**config.mk**
```make
export PLATFORM = sky130hd
export DESIGN_NAME = mem_arbiter
export DESIGN_NICKNAME = d
export VERILOG_FILES = /design/src/rtl/mem_arbiter.sv
export SDC_FILE = /design/constraint.sdc
export NUM_CORES = 1
export LEC_CHECK = 0
export CORE_MARGIN = 1
export CORE_UTILIZATION = 44
export CTS_BUF_LIST = sky130_fd_sc_hd__clkbuf_16
export DETAILED_ROUTE_END_ITERATION = 10
export GPL_ROUTABILITY_DRIVEN = 0
export PLACE_DENSITY = 0.87
export SETUP_SLACK_MARGIN = 0.5
export SYNTH_ARGS = -nofsm -noshare
export SYNTH_HDL_FRONTEND = slang
export SYNTH_SLANG_ARGS = --single-unit
```
**constraint.sdc**
```tcl
create_clock -name clk -period 3.2 [get_ports clk]
set_clock_uncertainty 0.05 [all_clocks]
set_input_delay 0.64 -clock clk [delete_from_list [all_inputs] [get_ports clk]]
set_output_delay 0.64 -clock clk [all_outputs]
set_load 0.02 [all_outputs]
```
**src/rtl/mem_arbiter.sv**
```systemverilog
// Arbitrates the fetch and data requesters onto one shared memory port.
// Data has priority, but a waiting fetch is forced through after STARVE_MAX data grants.
module mem_arbiter #(
   parameter int unsigned STARVE_MAX = 3
) (
   input  logic        clk,
   input  logic        reset,
   input  logic        if_req,
   input  logic [31:0] if_addr,
   output logic [31:0] if_rdata,
   output logic        if_ready,
   input  logic        d_req,
   input  logic        d_we,
   input  logic [31:0] d_addr,
   input  logic [31:0] d_wdata,
   output logic [31:0] d_rdata,
   output logic        d_ready,
   output logic        mem_req,
   output logic        mem_we,
   output logic [31:0] mem_addr,
   output logic [31:0] mem_wdata,
   input  logic [31:0] mem_rdata,
   input  logic        mem_ack,
   output logic        stall_f,
   output logic        stall_m
);

   localparam int unsigned CW = 3;

   typedef enum logic [1:0] {
      IDLE    = 2'd0,
      IF_BUSY = 2'd1,
      D_BUSY  = 2'd2
   } state_t;

   state_t        state, state_nxt;
   logic [CW-1:0] starve_cnt, starve_nxt;
   logic          grant_if, grant_d;

   // Next-state, grant selection and starvation counter update
   always_comb begin
      state_nxt  = state;
      starve_nxt = starve_cnt;
      grant_if   = 1'b0;
      grant_d    = 1'b0;
      case (state)
         IDLE: begin
            if (if_req && d_req) begin
               if (starve_cnt == CW'(STARVE_MAX)) grant_if = 1'b1;
               else                               grant_d  = 1'b1;
            end else if (if_req) begin
               grant_if = 1'b1;
            end else if (d_req) begin
               grant_d = 1'b1;
            end

            if (!if_req) starve_nxt = '0;

            if (grant_if) begin
               state_nxt  = IF_BUSY;
               starve_nxt = '0;
            end else if (grant_d) begin
               state_nxt = D_BUSY;
               if (if_req && (starve_cnt < CW'(STARVE_MAX)))
                  starve_nxt = starve_cnt + CW'(1);
            end
         end
         IF_BUSY: if (mem_ack) state_nxt = IDLE;
         D_BUSY:  if (mem_ack) state_nxt = IDLE;
         default: state_nxt = IDLE;
      endcase
   end

   // State, memory-port request registers and per-requester completion
   always_ff @(posedge clk or negedge reset) begin
      if (!reset) begin
         state      <= IDLE;
         starve_cnt <= '0;
         mem_req    <= 1'b0;
         mem_we     <= 1'b0;
         mem_addr   <= '0;
         mem_wdata  <= '0;
         if_rdata   <= '0;
         d_rdata    <= '0;
         if_ready   <= 1'b0;
         d_ready    <= 1'b0;
      end else begin
         state      <= state_nxt;
         starve_cnt <= starve_nxt;
         mem_req    <= (state_nxt != IDLE);
         if (grant_if) begin
            mem_addr  <= if_addr;
            mem_we    <= 1'b0;
            mem_wdata <= '0;
         end else if (grant_d) begin
            mem_addr  <= d_addr;
            mem_we    <= d_we;
            mem_wdata <= d_wdata;
         end
         if_ready <= (state == IF_BUSY) && mem_ack;
         d_ready  <= (state == D_BUSY) && mem_ack;
         if ((state == IF_BUSY) && mem_ack) if_rdata <= mem_rdata;
         // Store completions leave the load data untouched
         if ((state == D_BUSY) && mem_ack && !mem_we) d_rdata <= mem_rdata;
      end
   end

   assign stall_f = if_req & ~if_ready;
   assign stall_m = d_req & ~d_ready;

endmodule

```
==> out/qor.yml <==
logic_synthesis:
  yosysMostFrequentCell: "dfrtp_1"
  synth_area_leaders: "dfrtp_1, mux2_2, a22o_1, a21oi_1, nor2_1"
  synth_top_area_cell: "dfrtp_1"
  syn_nets: 571
  synthTopCellsByCount: "dfrtp_1, mux2_2, nor2_1"
  synthesis.area_mm2: 0.00541
  synth_top_family_by_area: "multiplexers"
  yosysUniqueCellTypes: 27
  postSynthCellCount: 432
  ys_seq_elements: 137
  yosysWarningCount: 0
  async_reset_ff_share_pct: 100
  muxShareOfSynthArea_pct: 13.3
  synthXorXnorAreaFrac_pct: 0
  yosysTopAreaCellShare_pct: 63.4
  yosys.area_share.simple_pct: 5.81
  ys_seq_area_share_pct: 63.4
  synth-adder-area-share_pct: 1.16
  syn_area_per_cell_um2: 12.5
  synth_compound_area_share_pct: 13.1
  ys.flop_type: "dfrtp_1"
  synth_edf_count: 0
finish:
  seq_area_mm2: 0.00343
  drive_above_1_share_pct: 15.3
  area_growth_pct: 63.6
  final_cell_count_no_fill: 859
  fillers: 820
  utilization_pct: 73.7
  multiInputGateArea_mm2: 0.00183
  nets: 838
  fin_area_mm2: 0.00885
  num_antenna_cells: 0
critical_path:
  crit_family: "buffers and inverters"
  slowest_stage: "clkdlybuf4s50_1"
  cp_cell_sequence: "clkdlybuf4s50_1 -> nor2b_1 -> clkdlybuf4s50_1"
  cp.depth: 3
  startpoint: "if_req"
  critPathBufInv: 2
  max_stage_delay_ps: 620
  endpoint: "stall_f"
  path_max_fanout: 2
  worstPathRequired_ps: 2510
  crit_path_end_kind: "primary output"
  crit_path_frequent_cell: "clkdlybuf4s50_1"
  worstRegToRegCells: 5
  r2r_slack_ps: 850
  timing.rr.end: "mem_addr[31]"
  r2r-start: "starve_cnt[0]"
  path_class: "in2out"
  startpoint_type: "primary input"
  crit_arrival_ps: 1940
clocking:
  clk_pin_slew_ps: 60
  clock_latency_ps: 410
  clock-root-buffer: "clkbuf_16"
  h-tree-depth: 4
  clock_path_buffers: 2
  cts_buffers: 17
  cts_sinks: 137
  cts_tree: "built"
  cts_setup_buffers: 0
floorplanning:
  fp.dieArea_mm2: 0.0127
  die_h_um: 113
  initial_utilization_pct: 45.0
  io_pins: 268
  core_mm2: 0.0120
  die_width_um: 113
  placement_rows: 40
sta:
  fin_hold_ws_ps: 144
  fin_crit_sh_pct: 82.0
  rsz0062_at_grt: "false"
  drv_slew: 0
  finalHoldViolCount: 0
  fmax_mhz: 381
  fin_crit_ps: 2630
  tns_ps: 0
  max_slew_margin_pct: 26.5
  tightest_slew_ps: 1100
  setup_viol: 0
drt:
  drt_iter0_drc: 175
  firstDrtPassIters: 4
  via_per_inst: 5.22
  drt-total-wl_mm: 15.9
  drtAntennaViolNets: 0
  drc_errors: 0
  vias: 4482
  wl_per_cell_um: 18.5
power:
  seq_power_share_pct: 31.3
  leakage_nw: 3.81
  peakVddDrop_mv: 0.631
  power_frac_comb_pct: 47.8
  netSwitchingFraction_pct: 36.5
  power_frac_clock_pct: 20.8
  p_per_area_mw_per_mm2: 1090
  power_switching_mw: 3.53
  p_int_mw: 6.14
placed_design:
  place_area_mm2: 0.00824
  place_inst: 827
  portBuffers: 267
  dp_hpwl_mm: 11.1
global_route:
  grt_pass1_wl_mm: 25.0
  grt_max_degree: 63
  overflow: 0
  groute.usage.overall_pct: 25.9
  grt_pass1_vias: 4960
  antenna_found_initial: 0
run:
  maxCapViolations: 0
worst_hold_path:
  hp-class: "in2async"
run_status:
  status: "finished, final reports clean"
-- registers in the layout, summed over array words and instances, names as in the netlist --
| name | flops |
|---|---|
| d_rdata | 32 |
| d_ready | 1 |
| if_rdata | 32 |
| if_ready | 1 |
| mem_addr | 32 |
| mem_req | 1 |
| mem_wdata | 32 |
| mem_we | 1 |
| starve_cnt | 3 |
| state | 2 |
-- layout by cell type (no fill, tap or decap), types with 2 or more instances in the layout --
master,instances
a21oi_1,34
a22o_1,33
buf_12,2
buf_4,8
bufinv_16,4
clkbuf_16,17
clkdlybuf4s50_1,265
clkinv_1,2
clkinv_2,5
clkinvlp_4,4
dfrtp_1,137
ha_1,5
inv_1,5
mux2_2,63
nand2_1,36
nand2b_1,2
nor2_1,36
o21ai_0,14
o21ai_1,22
-- final cells by class --
class | instances | area share [%]
Clock buffer | 17 | 4.81
Timing Repair Buffer | 277 | 31.3
Sequential cell | 137 | 38.7
Clock inverter | 15 | 2.06
Tap cell | 147 | 2.08
Inverter | 6 | 0.255
Multi-Input combinational cell | 260 | 20.7
-- per-stage QoR --
stage / setup slack, ps / total power [mW]
after floorplan: 1370 / 5.38
after global placement: 376 / 7.50
after detailed placement: 376 / 7.66
after CTS: 579 / 9.76
after global routing: 577 / 10.2
final: 575 / 9.68
-- worst min path at each step --
| stage | from | endpoint | slack (ps) |
|---|---|---|---|
| final | reset | d_rdata[19] | 140 |
| after global routing | reset | d_rdata[19] | 180 |
| after CTS | reset | d_rdata[4] | 160 |
| after detailed placement | mem_addr[26] | mem_addr[26] | 420 |
| after global placement | mem_addr[24] | mem_addr[24] | 410 |
| after floorplan | reset | d_rdata[0] | 290 |
-- routing by layer --
metal	vias to the layer above	GRT usage [%]	share of wire, %
li1	2050	-	-
met1	2165	26.0	36
met2	221	45.0	49
met3	46	12.4	11
met4	0	13.0	3.6
met5	-	0	0
-- power by group through the flow --
stage / clock network (mW) / registers [mW] / logic (mW)
after floorplan: 0 / 4.00 / 1.38
after global placement: 0 / 2.98 / 4.52
after detailed placement: 0 / 3.05 / 4.62
after CTS: 2.06 / 3.04 / 4.67
after global routing: 2.13 / 3.13 / 4.91
final: 2.02 / 3.03 / 4.63
-- what timing repair did --
item,CTS,global route
hold buffers,0,0
gates resized for setup,1,0
setup endpoints to repair,1,0
-- logic make-up after synthesis --
group / after synthesis
adder cells (fa/ha/maj): 5
buffers and inverters: 35
AND/OR/NAND/NOR: 79
flip-flops: 137
multiplexers: 64
AO/OA/AOI/OAI: 112
-- worst register-to-register path, cell delays in order (launching register included) --
cell and delay (ps):
dfrtp_1 400, ha_1 230, nor2b_2 290, o211a_1 910, o22ai_1 180, o21ai_0 200
(Power assumes the default switching activity.)
